$ cat src/rtl/pat_gen_pkg.sv
// Shared types and width helpers for the pattern-generator sequencer.
package pat_gen_pkg;

   typedef enum logic [1:0] {
      PG_IDLE = 2'd0,
      PG_RUN  = 2'd1,
      PG_DONE = 2'd2
   } pg_state_t;

   // Width able to hold any index 0..num_regs, including the length itself.
   function automatic int unsigned pg_idx_width(input int unsigned num_regs);
      return $clog2(num_regs + 1);
   endfunction

endpackage

$ cat src/rtl/pat_reg_bank.sv
// Pattern word storage: one write port, one read mux with write-through so a
// word written on the start edge is the word streamed first.
module pat_reg_bank #(
   parameter int unsigned DATA_WIDTH = 12,
   parameter int unsigned NUM_REGS   = 21,
   parameter int unsigned IDX_W      = 5
) (
   input  logic                  clk_i,
   input  logic                  rst_ni,
   input  logic                  we_i,
   input  logic [IDX_W-1:0]      waddr_i,
   input  logic [DATA_WIDTH-1:0] wdata_i,
   input  logic [IDX_W-1:0]      raddr_i,
   output logic [DATA_WIDTH-1:0] rdata_c
);

   logic [DATA_WIDTH-1:0] regs_q [NUM_REGS];

   always_ff @(posedge clk_i or negedge rst_ni) begin
      if (!rst_ni) begin
         for (int i = 0; i < int'(NUM_REGS); i++) regs_q[i] <= '0;
      end else begin
         for (int i = 0; i < int'(NUM_REGS); i++) begin
            if (we_i && (waddr_i == IDX_W'(i))) regs_q[i] <= wdata_i;
         end
      end
   end

   always_comb begin
      rdata_c = '0;
      for (int i = 0; i < int'(NUM_REGS); i++) begin
         if (raddr_i == IDX_W'(i)) rdata_c = regs_q[i];
      end
      if (we_i && (waddr_i == raddr_i)) rdata_c = wdata_i;
   end

endmodule

$ cat src/rtl/pat_gen_seq_ctrl.sv
// Pattern-generator sequencer: config writes into the word bank, then streams
// words 0..len-1 for rep+1 passes over valid/ready on a cfg_pat_gen_i rise.
module pat_gen_seq_ctrl
   import pat_gen_pkg::*;
#(
   parameter int unsigned ADDR_WIDTH          = 32,
   parameter int unsigned DATA_WIDTH          = 12,
   parameter int unsigned NUM_REGS            = 21,
   parameter int unsigned SUB_REGS_DATA_WIDTH = (ADDR_WIDTH > DATA_WIDTH) ? ADDR_WIDTH : DATA_WIDTH,
   parameter int unsigned REP_WIDTH           = 8,
   localparam int unsigned IDX_W              = pg_idx_width(NUM_REGS)
) (
   input  logic                           clk_i,
   input  logic                           rst_ni,
   input  logic                           cfg_wr_i,
   input  logic [ADDR_WIDTH-1:0]          si_addr_i,
   input  logic [SUB_REGS_DATA_WIDTH-1:0] ctl_pat_data_i,
   input  logic [IDX_W-1:0]               cfg_len_i,
   input  logic [REP_WIDTH-1:0]           cfg_rep_i,
   input  logic                           cfg_pat_gen_i,
   input  logic                           pat_ready_i,
   output logic                           pat_valid_o,
   output logic [DATA_WIDTH-1:0]          pat_data_o,
   output logic [IDX_W-1:0]               pat_idx_o,
   output logic                           busy_o,
   output logic                           done_o,
   output logic                           err_o,
   output logic                           nopg_o
);

   pg_state_t             state_q, state_d;
   logic [IDX_W-1:0]      idx_q, idx_d, len_q, len_d;
   logic [IDX_W-1:0]      len_sat_c, rd_idx_c, waddr_c;
   logic [REP_WIDTH-1:0]  rep_q, rep_d;
   logic                  abort_q, abort_d, gen_q;
   logic [DATA_WIDTH-1:0] data_d, rd_data_c;
   logic                  wr_ok_c, last_c, unused_c;

   assign wr_ok_c   = cfg_wr_i && (si_addr_i < ADDR_WIDTH'(NUM_REGS)) && (state_q != PG_RUN);
   assign waddr_c   = IDX_W'(si_addr_i);
   assign len_sat_c = (cfg_len_i > IDX_W'(NUM_REGS)) ? IDX_W'(NUM_REGS) : cfg_len_i;
   assign last_c    = (idx_q == len_q - IDX_W'(1));
   assign unused_c  = ^ctl_pat_data_i;

   // Word to present next: successor within a pass, otherwise word 0 (start or wrap).
   assign rd_idx_c  = ((state_q == PG_RUN) && !last_c) ? idx_q + IDX_W'(1) : '0;

   pat_reg_bank #(
      .DATA_WIDTH (DATA_WIDTH),
      .NUM_REGS   (NUM_REGS),
      .IDX_W      (IDX_W)
   ) u_bank (
      .clk_i   (clk_i),
      .rst_ni  (rst_ni),
      .we_i    (wr_ok_c),
      .waddr_i (waddr_c),
      .wdata_i (ctl_pat_data_i[DATA_WIDTH-1:0]),
      .raddr_i (rd_idx_c),
      .rdata_c (rd_data_c)
   );

   always_ff @(posedge clk_i or negedge rst_ni) begin
      if (!rst_ni) begin
         state_q     <= PG_IDLE;
         idx_q       <= '0;
         len_q       <= '0;
         rep_q       <= '0;
         abort_q     <= 1'b0;
         gen_q       <= 1'b0;
         pat_valid_o <= 1'b0;
         pat_data_o  <= '0;
         busy_o      <= 1'b0;
         done_o      <= 1'b0;
         err_o       <= 1'b0;
         nopg_o      <= 1'b1;
      end else begin
         state_q     <= state_d;
         idx_q       <= idx_d;
         len_q       <= len_d;
         rep_q       <= rep_d;
         abort_q     <= abort_d;
         gen_q       <= cfg_pat_gen_i;
         pat_valid_o <= (state_d == PG_RUN);
         pat_data_o  <= data_d;
         busy_o      <= (state_d == PG_RUN);
         done_o      <= (state_d == PG_DONE);
         err_o       <= cfg_wr_i && !wr_ok_c;
         nopg_o      <= (state_d != PG_RUN);
      end
   end

   assign pat_idx_o = idx_q;

   always_comb begin
      state_d = state_q;
      idx_d   = idx_q;
      len_d   = len_q;
      rep_d   = rep_q;
      abort_d = abort_q;
      data_d  = pat_data_o;
      unique case (state_q)
         PG_IDLE: begin
            abort_d = 1'b0;
            if (cfg_pat_gen_i && !gen_q && (len_sat_c != '0)) begin
               state_d = PG_RUN;
               len_d   = len_sat_c;
               rep_d   = cfg_rep_i;
               idx_d   = '0;
               data_d  = rd_data_c;
            end
         end
         PG_RUN: begin
            if (!cfg_pat_gen_i) abort_d = 1'b1;
            if (pat_ready_i) begin
               // An abort is only honoured on a beat so valid never drops mid-handshake.
               if ((last_c && (rep_q == '0)) || abort_q || !cfg_pat_gen_i) begin
                  state_d = PG_DONE;
                  idx_d   = '0;
               end else if (last_c) begin
                  rep_d  = rep_q - REP_WIDTH'(1);
                  idx_d  = '0;
                  data_d = rd_data_c;
               end else begin
                  idx_d  = idx_q + IDX_W'(1);
                  data_d = rd_data_c;
               end
            end
         end
         PG_DONE: state_d = PG_IDLE;
         default: state_d = PG_IDLE;
      endcase
   end

endmodule
$ cat config.mk
export PLATFORM = sky130hd
export DESIGN_NAME = pat_gen_seq_ctrl
export DESIGN_NICKNAME = d
export VERILOG_FILES = /design/src/rtl/pat_gen_pkg.sv /design/src/rtl/pat_reg_bank.sv /design/src/rtl/pat_gen_seq_ctrl.sv
export SDC_FILE = /design/constraint.sdc
export NUM_CORES = 1
export LEC_CHECK = 0
export ABC_AREA = 0
export CAP_MARGIN = 20
export CELL_PAD_IN_SITES_DETAIL_PLACEMENT = 1
export CELL_PAD_IN_SITES_GLOBAL_PLACEMENT = 1
export CORE_ASPECT_RATIO = 1.4
export CORE_MARGIN = 3
export CORE_UTILIZATION = 33
export CTS_CLUSTER_SIZE = 25
export DETAILED_ROUTE_END_ITERATION = 12
export GPL_TIMING_DRIVEN = 0
export PLACE_DENSITY_LB_ADDON = 0.1
export SYNTH_ARGS = -nofsm -noshare
export SYNTH_HDL_FRONTEND = slang
export SYNTH_SLANG_ARGS = --single-unit
$ cat constraint.sdc
create_clock -name clk_i -period 2.9 [get_ports clk_i]
set_clock_uncertainty 0.2 [all_clocks]
set_input_delay 0.58 -clock clk_i [delete_from_list [all_inputs] [get_ports clk_i]]
set_output_delay 0.58 -clock clk_i [all_outputs]
set_load 0.01 [all_outputs]
# Word-level counts from Yosys, hierarchy flattened
# Cells that the tools add are included.
# word_totals
ramBits,0
in_bits,82
register_bits,290
romBits,0
word_cells,179
latch_bits,0
n_memories,0
output_inout_bits,22
# classes
n_shift,0
muxes,44
addsub,3
div_mod_pow,0
multipliers,0
n_lt_le_gt_ge,2
n_bitwise,0
reduce_logical,46
n_eq_ne,52
# ops
operator,count
12-bit two-way mux,25
5-bit by 4-bit == test with 1-bit output (second input constant),16
5-bit == test (second input constant),10
5-bit by 3-bit == test with 1-bit output (second input constant),8
32-bit by 5-bit less-than comparator with 1-bit output (second input constant),1
8-bit two-way mux,4
5-bit two-way mux,6
1-bit logical AND,29
12-bit case mux with 2 select lines,1
5-bit by 2-bit == test with 1-bit output (second input constant),4
8-bit case mux with 2 select lines,1
5-bit by 1-bit == test with 1-bit output (second input constant),2
5-bit == test,2
5-bit zero test,2
2-bit inequality test (second input constant),5
5-bit case mux with 2 select lines,1
8-bit zero test,1
8-bit by 1-bit subtractor with 8-bit output (second input constant),1
2-bit two-way mux,3
5-bit by 1-bit adder with 5-bit output (second input constant),1
5-bit > comparator (second input constant),1
5-bit AND reduction,1
5-bit nonzero test,1
5-bit by 1-bit subtractor with 5-bit output (second input constant),1
other kinds (13),20

# Depth between registers and ports, before layout
# logic_depth
depth_word,31
depth_mapped,13
ltp_nobuf,10

# Cells and area by module
# From an unflattened synthesis, not the netlist that was laid out.
# hier_totals
hier_cells,1322
hier_area_um2,15129.5
# modules_own_cells
mod,seq_area_each_um2,cells_each,n_inst,area_each_um2
pat_reg_bank,6306.0,1052,1,12693.4
pat_gen_seq_ctrl,952.2,270,1,2436.1

# Worst setup path after synthesis
# OpenSTA, ideal clock, no wires.
# synth_path
path_type,reg-to-reg
start,register idx_q[0] (netlist: pat_idx_o[0])
end,register pat_data_o[2]
setup_ns,0.082
setup_slack_ns,-0.059
arrival_time_ns,2.678
period_less_slack_ns,2.959
required_ns,2.618
n_path_buf,2
stages_incl_launch_ff,12
cell_sequence,dfrtp_1 > ha_1 > buf_2 > or2_2 > o21a_1 > o22a_1 > nor3_1 > clkbuf_1 > a22o_1 > nor4b_1 > a221o_1 > a31oi_1
# synth_between
elab_chain_len,30
word_cells_on_any_way,59
classes_between,1 x add/sub; 23 x eq/ne; 27 x mux; 8 x reduce/logical
# synth_lines
item,line_no,rtl
start: declaration,pat_gen_seq_ctrl.sv:32,"logic [IDX_W-1:0] idx_q, idx_d, len_q, len_d;"
start signal: assignment,pat_gen_seq_ctrl.sv:78,idx_q <= idx_d;
"parallel branches: the longest is 30 deep, another holds 5-bit by 1-bit adder with 5-bit output",n/a,
end signal: assignment,pat_gen_seq_ctrl.sv:84,pat_data_o <= data_d;
end: declaration,pat_gen_seq_ctrl.sv:23,"output logic [DATA_WIDTH-1:0] pat_data_o,"
# Parallel ways; which one is timed is not known. The select of a mux whose other input is x is not followed.
# A chain may end at the register's enable or synchronous reset.

# Final worst setup path
# layout_path
start,register idx_q[2] (netlist: pat_idx_o[2])
end,register pat_data_o[8]
# Same word-level chain as after synthesis.

==> results.sh <==
export IMPL_status="complete, but fails checks"
export IMPL_violations="setup timing"
export IMPL_cts_tree="done"
export IMPL_wirelength_mm=57.3
export IMPL_rr_startpoint="pat_idx_o[2]"
export IMPL_die_w_um=182
export IMPL_clk_latency_ps=520
export IMPL_drtAntennaViolNets=0
export IMPL_maxCapViolCount=0
export IMPL_cpPeakStageDelay_ps=400
export IMPL_p_leak_nw=8.47
export IMPL_cts_root_buf="clkbuf_16"
export IMPL_worstHoldEndpoint="u_bank.regs_q[250]"
export IMPL_ys_seq_area_share_pct=50.7
export IMPL_worstPathRequired_ps=3100
export IMPL_p_int_mw=8.30
export IMPL_met1_usage_pct=28.9
export IMPL_worstHoldStart="u_bank.regs_q[250]"
export IMPL_dp_final_hpwl_mm=40.7
export IMPL_hold_path_depth=2
export IMPL_gr_total_overflow=0
export IMPL_period_share_pct=115
export IMPL_finalSetupViolations=18
export IMPL_netlist_instances=1262
export IMPL_initial_core_util_pct=33.7
export IMPL_synth_seq_cells=290
export IMPL_rows=89
export IMPL_power_mw=12.6
export IMPL_via_per_inst=5.72
export IMPL_async_flop_share_pct=100
export IMPL_worstPathCellList="buf_6 > nor2b_4 > or3_4 > a311oi_4 > buf_6 > buf_12 > buf_12 > nor2_4 > a2111oi_4 > o211ai_1 > a211o_1"
export IMPL_gr_usage_met2_pct=44.3
export IMPL_r2r_cells=11
export IMPL_synth_warnings=0
export IMPL_layout_nets=1540
export IMPL_post_route_drc_count=0
export IMPL_io_buffer_count=81
export IMPL_netSwitchingPower_mw=4.33
export IMPL_cp_start_kind="flop"
export IMPL_core_um2=42500
export IMPL_grt_antenna_before_repair=0
export IMPL_pwr_share_comb_pct=31.1
export IMPL_min_period_ps=3330
export IMPL_dieHeight_um=253
export IMPL_vias=11600
export IMPL_final_setup_worst_slack_ps=-435
export IMPL_cts_sinks=290
export IMPL_setup_tns_ps=-4540
export IMPL_p_clk_share_pct=33.7
export IMPL_io_pins=104
export IMPL_worst_pin_slew_ps=805
export IMPL_initialDrtViolationCount=622
export IMPL_fmax_mhz=300
export IMPL_track_usage_pct=24.5
export IMPL_area_growth_pct=30.5
export IMPL_hold_viol=0
export IMPL_final_cell_mix="dfrtp_1, mux2_2, nand2_1"
export IMPL_die_area_um2=46000
export IMPL_htree_levels=2
export IMPL_crit_type="flop to flop"
export IMPL_wl_per_cell_um=28.3
export IMPL_syn_avg_cell_area_um2=11.4
export IMPL_final_common_cell="dfrtp_1"
export IMPL_syn_cell_area_um2=14300
export IMPL_endpoint_kind="flop"
export IMPL_synth_edf_count=0
export IMPL_hold_class="flop to flop"
export IMPL_critPathTopFamily="compound AO/OA/AOI/OAI gates"
export IMPL_crit_fanout=9
export IMPL_clk_pin_slew_ps=60
export IMPL_switching_share_pct=34.3
export IMPL_worstReg2RegEnd="pat_data_o[8]"
export IMPL_grt_max_degree=116
export IMPL_cpMaxStageDelayCell="or3_4"
export IMPL_p_per_area_nw_per_um2=676
export IMPL_clock_path_buffers=3
export IMPL_post_place_ws_ps=-1600
export IMPL_drive_above_1_share_pct=39.2
export IMPL_critPathBufInv=4
export IMPL_antenna_cells=0
export IMPL_syn_num_nets=1347
export IMPL_slew_viol_final=0
export IMPL_top_usage_layer="met2"
export IMPL_reg2reg_slack_ps=-430
export IMPL_gpl_final_weighted_congestion=0.876
export IMPL_grt_pass1_vias=12200
export IMPL_rsz0062_at_grt="true"
export IMPL_yosysUniqueCellTypes=86
export IMPL_pwr_share_seq_pct=35.2
export IMPL_gr_usage_met3_pct=2.88
export IMPL_slew_headroom_pct=46.3
export IMPL_cp_arrival_ps=3530
export IMPL_irDropWorstVdd_uv=321
export IMPL_grt_pass1_wl_mm=82.8
export IMPL_cts_buffers=34
export IMPL_ys_flop_type="dfrtp_1"
export IMPL_first_pass_iters=5
==> flip-flops by register name, summed over array words and instances (netlist names) <==
signal	cells
u_bank.regs_q	252
pat_data_o	12
rep_q	8
len_q	5
pat_idx_o	5
state_q	2
abort_q	1
busy_o	1
done_o	1
err_o	1
gen_q	1
nopg_o	1
==> power groups by stage <==
stage	clock, mW	sequential [mW]	combinational (mW)
floorplan	0	4.48	1.46
finish	4.25	4.45	3.93
detailed placement	0	4.49	2.94
global placement	0	4.49	2.81
global route	4.52	4.48	4.13
CTS	4.37	4.44	3.50
==> cells by family after synthesis <==
logic type | share of synthesized area [%]
simple gates | 11.8
compound gates | 13.1
mux | 20.7
fa+ha+maj | 0.262
flops | 50.7
xor+xnor | 0.367
buf+inv | 3.13
==> cells in the mapped netlist, types with 14 or more instances <==
cell        n  area share [%]
a211oi_1   14            0.73
a22oi_1    21             1.1
nor3_1     35             1.2
o22ai_1    16            0.70
a21oi_1    43             1.5
clkbuf_1   58             1.5
dfrtp_1   289              50
nand4_1    14            0.61
nand3_1    29             1.0
o21ai_0    37             1.3
o211ai_1   14            0.73
mux2_2    252              20
nor2_1     59             1.5
nand2_1   112             2.9
==> layout make-up <==
cell class                 count  area (µm²)
buffer                        84         573
inverter                      12        45.0
sequential                   290        7260
fill                        4560       23800
clock inverter                 9        77.6
clock buffer                  51        1010
tap                          546         683
multi-input combinational    871        7430
timing repair buffer         162        1620
==> worst max-delay path by stage <==
| stage | cells past startpoint | from | slack, ps | to |
|---|---|---|---|---|
| floorplan | 10 | pat_idx_o[0] | -0.6 | pat_data_o[2] |
| global placement | 1 | rst_ni | -12420 | u_bank.regs_q[13] |
| detailed placement | 10 | cfg_wr_i | -1600 | pat_data_o[3] |
| CTS | 12 | pat_idx_o[2] | -460 | pat_data_o[10] |
| global route | 12 | len_q[0] | -540 | pat_data_o[1] |
| finish | 11 | pat_idx_o[2] | -430 | pat_data_o[8] |
==> worst reg2reg max path: stages, from the launching register on <==
cell and delay, ps:
dfrtp_1 390, buf_6 130, nor2b_4 110, or3_4 400, a311oi_4 320, buf_6 230, buf_12 170, buf_12 160
nor2_4 110, a2111oi_4 350, o211ai_1 280, a211o_1 370
==> layer usage <==
metal / share of wire, % / vias to the layer above / routed length (µm)
met5: 0 / - / 0
met4: 5.0 / 0 / 2850
met3: 3.9 / 107 / 2220
met2: 52 / 314 / 29600
met1: 39 / 6060 / 22600
li1: - / 5111 / -
==> stage by stage <==
step	cell area (µm²)	std cells	utilization (%)	hold slack (ps)
final	18700	2025	44.0	277
after global routing	18700	2025	44.0	295
after CTS	18100	1997	42.5	277
after detailed placement	16000	1898	37.6	262
after global placement	15900	1889	37.3	257
after floorplan	14400	1262	-	84.4
==> what timing repair did <==
| action | in CTS | in global routing |
|---|---|---|
| gates resized for setup | 169 | 124 |
| endpoints found under the setup margin | 279 | 215 |
| endpoints found under the hold margin | 75 | 0 |
| pin swaps | 32 | 41 |
| hold buffers | 1 | 0 |
| buffers inserted | 44 | 28 |
| gates cloned | 1 | 0 |
Power figures use the tool's default switching activity.
==> RTL change 1 (same flow settings) <==
Make the reset (`rst_ni`) synchronous in 2 clocked blocks.
--- a/src/rtl/pat_reg_bank.sv
+++ b/src/rtl/pat_reg_bank.sv
@@ -16,7 +16,7 @@
 
    logic [DATA_WIDTH-1:0] regs_q [NUM_REGS];
 
-   always_ff @(posedge clk_i or negedge rst_ni) begin
+   always_ff @(posedge clk_i) begin
       if (!rst_ni) begin
          for (int i = 0; i < int'(NUM_REGS); i++) regs_q[i] <= '0;
       end else begin
--- a/src/rtl/pat_gen_seq_ctrl.sv
+++ b/src/rtl/pat_gen_seq_ctrl.sv
@@ -59,7 +59,7 @@
       .rdata_c (rd_data_c)
    );
 
-   always_ff @(posedge clk_i or negedge rst_ni) begin
+   always_ff @(posedge clk_i) begin
       if (!rst_ni) begin
          state_q     <= PG_IDLE;
          idx_q       <= '0;
Check against the original RTL: differs if rst_ni is asserted again (counterexample within 4 cycles, from zero or initial values and one cycle with rst_ni low); with rst_ni held inactive, the same outputs for 4 cycles.
==> RTL change 1 against the original RTL <==
- the run still ends with setup timing left
- area after synthesis decreased by 3.4%
- design area increased by 1.5%
- setup slack better by 160 ps
- routed wire length is 12% higher
- largest cell class is now registers
- sequential cell count unchanged
- first-iteration DRC count up 81%
Power is not compared: it rests on default switching activity, and its combinational part moved more than twofold at a synthesized area within 25%.
==> RTL change 1: results (changes against the original RTL) <==
R2r startpoint -> pat_idx_o[0] (was pat_idx_o[2])
Final #Nets -> 1579 (was 1540)
Worst Hold End -> rep_q[1] (was u_bank.regs_q[250])
Syn nets -> 1375 (was 1347)
Vias in the first global route -> 12600 (was 12200)
Clk_lat worst skew -> 590 ps (was 520 ps)
Worst r2r dst -> pat_data_o[11] (was pat_data_o[8])
Placed cell areas -> 15400 um2 (was 16000 um2)
IO buf count -> 83 (was 81)
Syn avg cell area -> 10.7 um2 (was 11.4 um2)
Iter 0 DRT Violations -> 1125 (was 622)
Violated checks -> setup timing (unchanged)
Synth top area cells -> edfxtp_1 55%, nor2_1 7.6%, dfxtp_1 5.5% (was dfrtp_1 50%, mux2_2 20%, nand2_1 2.9%)
Layout cells sized above 1 -> 28.6% (was 39.2%)
Final GP Congestion -> 0.950 (was 0.876)
Max FO, Critical Path -> 6 (was 9)
Largest net degree at the start of global routing -> 17 (was 116)
Post-synth EDFFs -> 252 (was 0)
# setup viols final -> 17 (was 18)
Main flop type after synthesis -> edfxtp_1 (was dfrtp_1)
Max_slew headroom -> 44.2% (was 46.3%)
Status -> finished, violations left (unchanged)
Total global-route track usage -> 28.6% (was 24.5%)
Worst setup margin -> -273 ps (was -435 ps)
H-tree Lvls -> 1 (was 2)
Via density -> 5.90 (was 5.72)
DPL Wire Length -> 45900 um (was 40700 um)
Cell variety after synth -> 91 (was 86)
DP Cell Count -> 1919 (was 1898)
TritonCTS Buffers -> 30 (was 34)
Critical Path AT -> 3430 ps (was 3530 ps)
[RTL change 1: how the worst max path moves through the flow]
stage / start / slack [ps] / depth (start not counted) / to
final: pat_idx_o[0] / -270 / 12 / pat_data_o[11]
after global routing: len_q[1] / -340 / 13 / pat_data_o[11]
after CTS: len_q[1] / -240 / 13 / pat_data_o[11]
after detailed placement: pat_idx_o[0] / -1860 / 11 / pat_data_o[7]
after global placement: pat_idx_o[0] / -1890 / 9 / pat_data_o[0]
after floorplan: len_q[0] / 20 / 12 / pat_data_o[11]
[RTL change 1: cell families after synthesis]
logic type	after synthesis	synth area share [%]
fa+ha+maj	3	0.271
buf+inv	123	3.82
xor+xnor	9	0.678
mux	36	2.72
compound gates	273	14.0
simple gates	556	18.4
flops	290	60.2
[RTL change 1: layout make-up]
cell class                      instances  area, um2  area share [%]
Clock inverter                         17        219            1.15
Buffer                                 89        722            3.80
Clock buffer                           39        846            4.46
Antenna cell                            1       2.50          0.0132
Timing Repair Buffer                  177       1770            9.35
Multi-Input combinational cell        878       6300            33.2
Sequential cell                       290       8340            43.9
Inverter                               28        105           0.554
Tap cell                              540        676            3.56
[RTL change 1: routing by layer]
metal  global-route usage (%)  up-vias  wire length, um
met5                        0        -                0
li1                         -     5181                -
met3                     3.77      190             3450
met1                     30.8     6262            22500
met4                     17.5        0             4660
met2                     52.6      518            33600
[RTL change 1: per-stage QoR]
step	setup WS [ps]	hold WS, ps
after CTS	-239	286
final	-273	282
after floorplan	24.8	245
after global routing	-338	319
after detailed placement	-1860	277
after global placement	-1890	264
[RTL change 1: where the power goes]
group	leakage, nW	internal (W)	switching [W]	total (W)
combinational	3.14	0.000445	0.000720	0.00116
clock	0.519	0.00250	0.00175	0.00424
sequential	2.91	0.00470	0.000104	0.00480
total	6.58	0.00764	0.00257	0.0102
[RTL change 1: critical path, cell delays in order (launching register included)]
cell and delay, ps:
dfxtp_4 360, ha_4 170, bufbuf_16 260, buf_8 120
nor2b_4 110, mux2_4 180, a22oi_4 70, buf_6 150
buf_16 130, or4_4 620, o32ai_2 230, a31oi_1 120
o311a_1 320
[RTL change 1: what timing repair did]
item,in CTS,in global routing
pin swaps,67,43
setup buffers,67,19
endpoints found under the setup margin,389,262
resized for setup,321,109
cloned,4,1
hold buffers,0,0
==> RTL change 2 (same flow settings) <==
Without the edit above. `NUM_REGS` is set to 21 in 2 places; all go to 42.
--- a/src/rtl/pat_reg_bank.sv
+++ b/src/rtl/pat_reg_bank.sv
@@ -2,7 +2,7 @@
 // word written on the start edge is the word streamed first.
 module pat_reg_bank #(
    parameter int unsigned DATA_WIDTH = 12,
-   parameter int unsigned NUM_REGS   = 21,
+   parameter int unsigned NUM_REGS   = 42,
    parameter int unsigned IDX_W      = 5
 ) (
    input  logic                  clk_i,
--- a/src/rtl/pat_gen_seq_ctrl.sv
+++ b/src/rtl/pat_gen_seq_ctrl.sv
@@ -5,7 +5,7 @@
 #(
    parameter int unsigned ADDR_WIDTH          = 32,
    parameter int unsigned DATA_WIDTH          = 12,
-   parameter int unsigned NUM_REGS            = 21,
+   parameter int unsigned NUM_REGS            = 42,
    parameter int unsigned SUB_REGS_DATA_WIDTH = (ADDR_WIDTH > DATA_WIDTH) ? ADDR_WIDTH : DATA_WIDTH,
    parameter int unsigned REP_WIDTH           = 8,
    localparam int unsigned IDX_W              = pg_idx_width(NUM_REGS)
Ports: changed (resized cfg_len_i and pat_idx_o); port bits go from 104 to 106. No check against the original RTL was run, so the function may have changed too.
==> RTL change 2 against the original RTL <==
- the flow finishes with violations (hold timing, setup timing)
- critical path depth grew 2
- routed wire length grew to 2.6 times the old value
- design area grew 100%
- setup slack lost 700 ps
- largest power group is now clock
- synthesized cell count grew 96%
- area after synthesis grew 88%
- combinational power grew 95%
- count of clock-buffer cells in the layout grew 32
- power grew 89%
- sequential cell count grew 254
==> RTL change 2: results (changes against the original RTL) <==
Final #Nets -> 2953 (was 1540)
Post-Synth Adder-Cell Area -> 0.139% (was 0.262%)
Worst setup margin -> -1130 ps (was -435 ps)
Worst setup slack after placement -> -3720 ps (was -1600 ps)
Violated checks -> hold timing, setup timing (was setup timing)
Initial antenna violation count -> 2 (was 0)
Pleak -> 17.1 nW (was 8.47 nW)
IO buf count -> 84 (was 81)
Critical Path AT -> 4430 ps (was 3530 ps)
Cell variety after synth -> 90 (was 86)
Total global-route track usage -> 33.7% (was 24.5%)
DP Cell Count -> 3646 (was 1898)
Fillers -> 8411 (was 4560)
Maximum vdd drop -> 545 uV (was 321 uV)
Synth Area in Compound Gates -> 16.4% (was 13.1%)
Syn avg cell area -> 10.9 um2 (was 11.4 um2)
Syn nets -> 2560 (was 1347)
Vias in the first global route -> 25700 (was 12200)
Layout cells sized above 1 -> 44.1% (was 39.2%)
Placed cell areas -> 29900 um2 (was 16000 um2)
Synth top area cells -> dfrtp_1 50%, mux2_2 18%, nand2_1 3.4% (was dfrtp_1 50%, mux2_2 20%, nand2_1 2.9%)
Setup TNS -> -20090 ps (was -4540 ps)
TritonCTS Buffers -> 60 (was 34)
Clk_lat worst skew -> 660 ps (was 520 ps)
Hold Vio Cnt, Final -> 1 (was 0)
Post-synthesis mux area share -> 18.6% (was 20.7%)
Seq/Total Area, Yosys -> 50.5% (was 50.7%)
Max stage delay on crit path -> 650 ps (was 400 ps)
Status -> finished, violations left (unchanged)
Drt first pass iters -> 6 (was 5)
# setup viols final -> 141 (was 18)
Hold slack final -> -21.6 ps (was 277 ps)
Largest regs -> u_bank.regs_q x504, pat_data_o x12, rep_q x8 (was u_bank.regs_q x252, pat_data_o x12, rep_q x8)
Cell internal pwr -> 0.0152 W (was 0.00830 W)
Iter 0 DRT Violations -> 2246 (was 622)
Min-delay worst type -> in2reg (was reg2reg)
Worst Tran Pin Value -> 1160 ps (was 805 ps)
Synth Area in XOR/XNOR -> 0.520% (was 0.367%)
Commonest cells post-synth -> 543 x dfrtp_1, 442 x mux2_2, 245 x nand2_1, 149 x clkbuf_1, 139 x o21ai_0 (was 289 x dfrtp_1, 252 x mux2_2, 112 x nand2_1, 59 x nor2_1, 58 x clkbuf_1)
DPL Wire Length -> 103000 um (was 40700 um)
[RTL change 2: routing by layer]
metal / share of wire, % / track usage (%)
met5: 0 / 0
met4: 9.2 / 25.2
met3: 6.5 / 5.58
met2: 47 / 54.9
met1: 38 / 40.0
[RTL change 2: worst paths after layout]
kind,start,to,slack (ps),depth (start not counted)
min in group asynchronous,rst_ni,u_bank.regs_q[489],160,2
setup reg to reg,len_q[1],pat_data_o[11],-1130,13
max in group asynchronous,rst_ni,u_bank.regs_q[216],300,5
setup / recovery,len_q[1],pat_data_o[11],-1130,13
hold / removal,cfg_wr_i,err_o,-20,2
hold reg to reg,u_bank.regs_q[245],u_bank.regs_q[245],290,2
[RTL change 2: power by group through the flow]
stage | registers [W] | clock network, W | logic [W]
2_1_floorplan | 0.00806 | 0 | 0.00216
3_3_place_gp | 0.00811 | 0 | 0.00481
3_5_place_dp | 0.00809 | 0 | 0.00497
4_1_cts | 0.00796 | 0.00830 | 0.00686
5_1_grt | 0.00799 | 0.00859 | 0.00772
6_report | 0.00798 | 0.00819 | 0.00767
[RTL change 2: cell type report]
cell class / instances / area, um2 / area share, %
buffer: 175 / 2000 / 5.29
tap: 1062 / 1330 / 3.52
sequential: 544 / 13600 / 36.1
clock inverter: 26 / 338 / 0.895
multi-input combinational: 1728 / 15200 / 40.1
inverter: 22 / 85.1 / 0.225
timing repair buffer: 336 / 3510 / 9.29
antenna: 3 / 7.51 / 0.0199
clock buffer: 83 / 1710 / 4.52
[RTL change 2: repair_timing]
item,in CTS,in global routing
hold endpoints to repair,240,0
endpoints found under the setup margin,535,383
cloned,14,11
hold buffers,1,0
buffers inserted,122,79
resized for setup,639,235
pin swaps,88,76
